$ cat src/rtl/riscv_pkg.sv
// Shared RV32 core definitions: datapath width and M-extension divide opcodes.
package riscv_pkg;

  localparam int unsigned XLEN = 32;

  // Encodings follow funct3[1:0] of DIV/DIVU/REM/REMU (funct3 = 3'b1xx)
  typedef enum logic [1:0] {
    MD_DIV  = 2'b00,
    MD_DIVU = 2'b01,
    MD_REM  = 2'b10,
    MD_REMU = 2'b11
  } md_op_t;

  function automatic logic md_is_signed(input md_op_t op);
    return (op == MD_DIV) || (op == MD_REM);
  endfunction

  function automatic logic md_is_rem(input md_op_t op);
    return (op == MD_REM) || (op == MD_REMU);
  endfunction

endpackage

$ cat src/rtl/div_step.sv
// One restoring-division iteration on magnitudes: shift {rem,quo} left, trial-subtract the divisor.
module div_step
  import riscv_pkg::*;
#(
  parameter int unsigned W = riscv_pkg::XLEN
) (
  input  logic [W-1:0] rem,
  input  logic [W-1:0] quo,
  input  logic [W-1:0] divisor,
  output logic [W-1:0] rem_next,
  output logic [W-1:0] quo_next
);

  logic [W:0] rem_sh;
  logic [W:0] trial;

  // rem < divisor on entry, so rem_sh < 2*divisor and W+1 bits hold the trial's sign exactly
  always_comb begin
    rem_sh   = {rem, quo[W-1]};
    trial    = rem_sh - {1'b0, divisor};
    quo_next = {quo[W-2:0], ~trial[W]};
    rem_next = trial[W] ? rem_sh[W-1:0] : trial[W-1:0];
  end

endmodule

$ cat src/rtl/div_unit.sv
// Multi-cycle RV32M divide/remainder unit with start/busy/done handshake and flush abort.
module div_unit
  import riscv_pkg::*;
#(
  parameter int unsigned XLEN = riscv_pkg::XLEN
) (
  input  logic            clk,
  input  logic            rst,
  input  logic            start,
  input  md_op_t          op,
  input  logic [XLEN-1:0] a,
  input  logic [XLEN-1:0] b,
  input  logic            flush,
  output logic            busy,
  output logic            done,
  output logic [XLEN-1:0] result
);

  typedef enum logic [1:0] {
    IDLE,
    CALC,
    DONE
  } div_state_t;

  localparam int unsigned CW = $clog2(XLEN);

  div_state_t      state;
  logic [CW-1:0]   count;
  logic [XLEN-1:0] quo;
  logic [XLEN-1:0] rem;
  logic [XLEN-1:0] dvs;
  logic            neg_q;
  logic            neg_r;
  logic            want_rem;

  logic [XLEN-1:0] quo_next;
  logic [XLEN-1:0] rem_next;

  logic            op_signed;
  logic            op_rem;
  logic            a_neg;
  logic            b_neg;
  logic [XLEN-1:0] a_mag;
  logic [XLEN-1:0] b_mag;
  logic            special;
  logic [XLEN-1:0] special_res;
  logic [XLEN-1:0] final_res;

  div_step #(.W(XLEN)) u_step (
    .rem      (rem),
    .quo      (quo),
    .divisor  (dvs),
    .rem_next (rem_next),
    .quo_next (quo_next)
  );

  // Operand decode for acceptance: magnitudes, signs and the cases that bypass iteration
  always_comb begin
    op_signed   = md_is_signed(op);
    op_rem      = md_is_rem(op);
    a_neg       = op_signed & a[XLEN-1];
    b_neg       = op_signed & b[XLEN-1];
    a_mag       = a_neg ? (~a + 1'b1) : a;
    b_mag       = b_neg ? (~b + 1'b1) : b;
    special     = 1'b0;
    special_res = '0;
    if (b == '0) begin
      special     = 1'b1;
      special_res = op_rem ? a : '1;
    end else if (op_signed && (a == {1'b1, {(XLEN-1){1'b0}}}) && (b == '1)) begin
      special     = 1'b1;
      special_res = op_rem ? '0 : a;
    end
  end

  always_comb begin
    final_res = '0;
    if (want_rem) final_res = neg_r ? (~rem_next + 1'b1) : rem_next;
    else          final_res = neg_q ? (~quo_next + 1'b1) : quo_next;
  end

  always_ff @(posedge clk or posedge rst) begin
    if (rst) begin
      state    <= IDLE;
      busy     <= 1'b0;
      done     <= 1'b0;
      result   <= '0;
      count    <= '0;
      quo      <= '0;
      rem      <= '0;
      dvs      <= '0;
      neg_q    <= 1'b0;
      neg_r    <= 1'b0;
      want_rem <= 1'b0;
    end else if (flush) begin
      state <= IDLE;
      busy  <= 1'b0;
      done  <= 1'b0;
    end else begin
      case (state)
        IDLE, DONE: begin
          if (start && special) begin
            state  <= DONE;
            busy   <= 1'b0;
            done   <= 1'b1;
            result <= special_res;
          end else if (start) begin
            state    <= CALC;
            busy     <= 1'b1;
            done     <= 1'b0;
            quo      <= a_mag;
            rem      <= '0;
            dvs      <= b_mag;
            neg_q    <= a_neg ^ b_neg;
            neg_r    <= a_neg;
            want_rem <= op_rem;
            count    <= CW'(XLEN - 1);
          end else begin
            state <= IDLE;
            busy  <= 1'b0;
            done  <= 1'b0;
          end
        end
        CALC: begin
          quo <= quo_next;
          rem <= rem_next;
          if (count == '0) begin
            state  <= DONE;
            busy   <= 1'b0;
            done   <= 1'b1;
            result <= final_res;
          end else begin
            count <= count - 1'b1;
          end
        end
        default: begin
          state <= IDLE;
          busy  <= 1'b0;
          done  <= 1'b0;
        end
      endcase
    end
  end

endmodule
$ cat config.mk
export PLATFORM = sky130hd
export DESIGN_NAME = div_unit
export DESIGN_NICKNAME = d
export VERILOG_FILES = /design/src/rtl/riscv_pkg.sv /design/src/rtl/div_step.sv /design/src/rtl/div_unit.sv
export SDC_FILE = /design/constraint.sdc
export NUM_CORES = 1
export LEC_CHECK = 0
export ABC_CLOCK_PERIOD_IN_PS = 5900
export CORE_AREA = 2 2 219 221
export CTS_CLUSTER_DIAMETER = 100
export DETAILED_ROUTE_END_ITERATION = 7
export DIE_AREA = 0 0 221 223
export GPL_TIMING_DRIVEN = 0
export PLACE_DENSITY_LB_ADDON = 0.1
export SLEW_MARGIN = 20
export SYNTH_ARGS = -nofsm -noshare
export SYNTH_HDL_FRONTEND = slang
export SYNTH_SLANG_ARGS = --single-unit
$ cat constraint.sdc
create_clock -name clk -period 5.9 [get_ports clk]
set_clock_uncertainty 0.1 [all_clocks]
set_input_delay 0.59 -clock clk [delete_from_list [all_inputs] [get_ports clk]]
set_output_delay 0.59 -clock clk [all_outputs]
set_load 0.03 [all_outputs]
# Word-level counts from Yosys, hierarchy flattened
# Index checks and enable logic that the tools add are counted.
# W data, S select, Z words.
# word_totals
reg_bits	140
ram_bits	0
latch_bits	0
in_bits	70
wordCells	93
n_memories	0
romBits	0
output_inout_bits	34
# classes
n_mul	0
eq_ne	12
muxes	39
n_addsub	6
order_cmp	0
n_reduce_logical	15
n_div	0
bitwise	10
shift	0
# op_table
op	n
$mux W32	16
$pmux W32 S2	3
$add A32 B1 Y32 const B	4
$not A32 Y32	4
$eq A32 B32 Y1 const B	2
$sub A33 B32 Y33	1
$logic_not A32 Y1	1
$mux W5	3
$reduce_and A4 Y1	3
$mux W1	10
$ne A2 B2 Y1 const B	5
$pmux W5 S2	1
$eq A2 B2 Y1 const B	3
$mux W2	3
$logic_not A5 Y1	1
$reduce_and A5 Y1	1
$sub A5 B1 Y5 const B	1
$logic_not A2 Y1	2
$pmux W1 S2	2
$pmux W2 S2	1
$logic_and A1 B1 Y1	3
$ne A3 B3 Y1 const B	1
$not A1 Y1	3
$and A1 B1 Y1	2
other kinds (5)	6

# Longest topological paths before layout
# logic_depth
depth_word	10
depth_mapped	27
ltp_nobuf	23

# Modules after synthesis
# From an unflattened synthesis, not the netlist that was laid out.
# unflattened
cells_unflattened	1450
hier_area_um2	11752.5
# by_module_without_submodules
module	seq_area_each_um2	n_inst	cells_per_inst	area_per_inst_um2
div_unit	3453.3	1	1113	9153.8
div_step	0.0	1	337	2598.7

# Worst setup path before layout
# Ideal clock, no wire load.
# synth_path
path_kind	register to register
from	register quo[31]
to	register result[28]
n_path_buf	4
arrival_time_ns	4.962
setup_time_ns	0.094
required_time_ns	5.706
path_slack_ns	0.744
path_stages_with_launch	25
path_cell_list	dfrtp_1 > inv_1 > ha_1 > fa_1 > nand2b_1 > a21boi_1 > o211ai_2 > a211oi_2 > o31a_1 > buf_6 > nor2_8 > inv_4 > buf_6 > clkbuf_1 > buf_1 > o21ai_0 > inv_1 > ha_1 > nand3_1 > or3_1 > o311a_1 > or4_1 > o21ai_1 > xnor2_1 > a221oi_2
# synth_via
elab_chain_cells	8
elab_cells_between_ends	12
cone_classes	add/sub: 3; mux: 6; bitwise: 3
# synth_lines
item	line_no	text
from (decl)	div_unit.sv:29	logic [XLEN-1:0] quo;
from (signal assigned)	div_unit.sv:111	quo <= a_mag;
from (signal assigned)	div_unit.sv:125	quo <= quo_next;
$sub A33 B32 Y33	div_step.sv:20	trial = rem_sh - {1'b0, divisor};
$mux W32 or $not A1 Y1 (tied branches)	div_step.sv:22, div_step.sv:21	
$not A32 Y32, on equally long branches	div_unit.sv:78, div_unit.sv:79	
$add A32 B1 Y32, on equally long branches	div_unit.sv:78, div_unit.sv:79	
$mux W32, on equally long branches	div_unit.sv:78, div_unit.sv:79	
$mux W32 *	div_unit.sv:78	if (want_rem) final_res = neg_r ? (~rem_next + 1'b1) : rem_next;
$mux W32 *	div_unit.sv:127	if (count == '0) begin
$pmux W32 S2 *	div_unit.sv:100	case (state)
to (signal assigned)	div_unit.sv:106	result <= special_res;
to (signal assigned)	div_unit.sv:131	result <= final_res;
to (decl)	div_unit.sv:16	output logic [XLEN-1:0] result
# Every way passes the cells marked *; elsewhere a longest branch is shown, timed or not. The select of a mux whose other input is x is not followed.
# A chain may end at the register's enable or synchronous reset.

# Worst setup path after layout
# Ends and elaborated chain as after synthesis.

==> impl_metrics.tcl <==
set metrics [dict create \
    run_status "complete, no violations" \
    startpoint_type "register" \
    worstPathMaxFanout 10 \
    portBuffers 103 \
    crit_arrival_ps 5910 \
    grt_usage_pct 19.5 \
    whs_ps 374 \
    gp_congestion 0.888 \
    path_class "register to register" \
    path_clk_slew_ps 70 \
    max_cap_violations 0 \
    drtIter0Drc 950 \
    cp-end-kind "register" \
    grt_pass1_wl_um 73000 \
    drt-wirelength-per-cell_um 21.4 \
    syn_to_final_growth_pct 22.1 \
    synth_warnings 0 \
    leakagePower_uw 0.00567 \
    synth_edf_count 0 \
    num_rows 80 \
    place_area_um2 13500 \
    io_pins 104 \
    final_area_um2 14200 \
    syn_area_per_cell_um2 7.66 \
    powerDensity_nw_per_um2 256 \
    first_global_vias 11500 \
    grt_max_degree 80 \
    cts_tree "yes" \
    ys_ff_latch 138 \
    cpMaxStageDelayCell "or4_1" \
    fin_setup_tns_ps 0 \
    hp-class "register to register" \
    drt-vias-per-instance 5.17 \
    diodes 0 \
    final-setup-viol-count 0 \
    cts.sinks 138 \
    yosysUniqueCellTypes 83 \
    synth_fp_nets 1631 \
    crit_top_cell "buf_4" \
    syn_inst 1521 \
    critPathMaxStageDelay_ps 540 \
    die_h_um 223 \
    drive_gt1_share_pct 6.32 \
    cp.required_ps 6160 \
    most-common-layout-cells "201 x nand2_1, 175 x o21ai_0, 154 x a21oi_1" \
    drcViolationCount 0 \
    min_period_over_period_pct 95.7 \
    cts_hold_buffers 0 \
    vias 11800 \
    dp_hpwl_um 38700 \
    wirelength_um 48700 \
    path_cells "inv_1 -> ha_1 -> fa_1 -> nand2b_2 -> a21boi_4 -> o211ai_4 -> a211oi_2 -> buf_4 -> nor4_4 -> nor2_8 -> inv_4 -> buf_6 -> buf_2 -> buf_4 -> a21oi_4 -> ha_4 -> nand3_2 -> or3_1 -> o311a_1 -> or4_1 -> o21ai_2 -> xnor2_1 -> a221oi_2" \
    ir_drop_uv 205 \
    ant_nets 0 \
    core_area_um2 47100 \
    ys_async_sr_fraction_pct 100 \
    fin_crit_ps 5650 \
    cts_root_buf "clkbuf_16" \
    final_nets 1761 \
    cts_buffers 17 \
    cts_buffer_depth 2 \
    clk_latency_ps 460 \
    maxSlewViolCount 0 \
    tightest_slew_ps 951 \
    timing_hold_violations_final 0 \
    fp.dieW_um 221 \
    die_area_um2 49300 \
    start_util_pct 24.7 \
    layout_commonest_cell "nand2_1" \
    fmaxAchievable_ghz 0.177 \
    antenna_found_initial 0 \
    ys_seq_area_share_pct 29.6 \
    synthFlopType "dfrtp_1" \
    htree_levels 4 \
    grt_overflow 0 \
    firstDrtPassIters 5 \
    maxSlewHeadroom_pct 36.4 \
    netlist_area_um2 11600 \
    rsz0062_at_grt "false" \
]
logic make-up (layout without fill, tap and decap cells):
family | count (synthesis) | in the layout | synth area share [%]
buf+inv | 143 | 284 | 4.96
flops | 138 | 138 | 29.6
xor+xnor | 130 | 130 | 9.78
fa+ha+maj | 40 | 40 | 4.36
simple gates | 521 | 521 | 21.3
mux | 28 | 28 | 2.45
compound gates | 521 | 521 | 27.5
metal layers:
metal	track usage [%]	vias to the layer above	share of wire, %
met5	0	-	0
met4	6.21	0	2.5
met3	2.40	60	3.7
met2	32.3	295	47
met1	26.3	5692	47
li1	-	5719	-
report_power, final:
part / internal [uW] / switching [uW] / total (uW) / leakage (uW)
combinational: 483 / 833 / 1320 / 0.00364
clock: 657 / 480 / 1140 / 0.000288
sequential: 1060 / 121 / 1180 / 0.00174
total: 2200 / 1430 / 3630 / 0.00567
through the flow:
step / power (uW) / utilization, % / std cells / worst slack (ps)
final: 3630 / 30.2 / 2277 / 254
after detailed placement: 2490 / 28.6 / 2240 / -1200
after CTS: 3650 / 30.0 / 2273 / 17.3
after global placement: 2480 / 28.5 / 2239 / -1270
after global routing: 3850 / 30.2 / 2277 / 4.09
after floorplan: 2020 / - / 1521 / 744
final cells by class:
type / count / area (um^2)
inverter: 62 / 243
buffer: 81 / 363
fill: 5112 / 32900
clock inverter: 13 / 154
clock buffer: 17 / 425
multi-input combinational: 1240 / 7700
sequential: 138 / 3450
tap: 615 / 769
timing repair buffer: 111 / 1110
Yosys cell counts (7+ instances only):
| cell type | count | share of area [%] |
|---|---|---|
| nand2_1 | 201 | 6.5 |
| o21ai_0 | 175 | 7.5 |
| a21oi_1 | 156 | 6.7 |
| dfrtp_1 | 138 | 30 |
| nor2_1 | 129 | 4.2 |
| xor2_1 | 69 | 5.2 |
| inv_1 | 61 | 2.0 |
| xnor2_1 | 61 | 4.6 |
| clkbuf_1 | 59 | 1.9 |
| ha_1 | 39 | 4.2 |
| o31ai_1 | 34 | 2.2 |
| nor3_1 | 33 | 1.4 |
| a21o_1 | 24 | 1.5 |
| mux2i_1 | 24 | 2.1 |
| nand3_1 | 17 | 0.73 |
| nand4_1 | 17 | 0.91 |
| or3_1 | 17 | 0.91 |
| nor2b_1 | 15 | 0.81 |
| o41ai_1 | 15 | 1.1 |
| nand2b_1 | 14 | 0.75 |
| nor4_1 | 14 | 0.75 |
| or4_1 | 14 | 0.90 |
| a31oi_1 | 13 | 0.70 |
| buf_2 | 13 | 0.56 |
| a211oi_1 | 12 | 0.77 |
| o211ai_1 | 11 | 0.71 |
| o21ai_1 | 10 | 0.43 |
| or2_2 | 10 | 0.54 |
| a221oi_1 | 8 | 0.60 |
| and3_1 | 7 | 0.38 |
critical path: cells and delay by family (launching register included):
family                   cells  cell delay, ps
adder cells (fa/ha/maj)      3             860
AND/OR/NAND/NOR              6            1520
buffers and inverters        6             950
AO/OA/AOI/OAI                7            1560
flip-flops                   1             400
XOR/XNOR                     1             130
registers in the layout (all words and copies together) (netlist names):
register,flops
want_rem,1
result,32
quo,32
state,1
rem,32
neg_q,1
dvs,32
count,5
neg_r,1
done,1
worst paths after layout:
kind / startpoint / endpoint / slack (ps) / cells after the start
max: quo[31]$_DFFE_PP0P_ / result[28]$_DFFE_PP0P_ / 250 / 23
min: result[14]$_DFFE_PP0P_ / result[14]$_DFFE_PP0P_ / 370 / 2
max reg2reg: quo[31]$_DFFE_PP0P_ / result[28]$_DFFE_PP0P_ / 250 / 23
min reg2reg: result[14]$_DFFE_PP0P_ / result[14]$_DFFE_PP0P_ / 370 / 2
max in group asynchronous: rst / dvs[27]$_DFFE_PP0P_ / 4460 / 3
min in group asynchronous: rst / result[4]$_DFFE_PP0P_ / 470 / 2
what timing repair did:
item | 4_1_cts | 5_1_grt
resized for setup | 16 | 12
endpoints found under the setup margin | 13 | 6
pin swaps | 3 | 3
buffers inserted | 3 | 4
(Power assumes the default switching activity.)
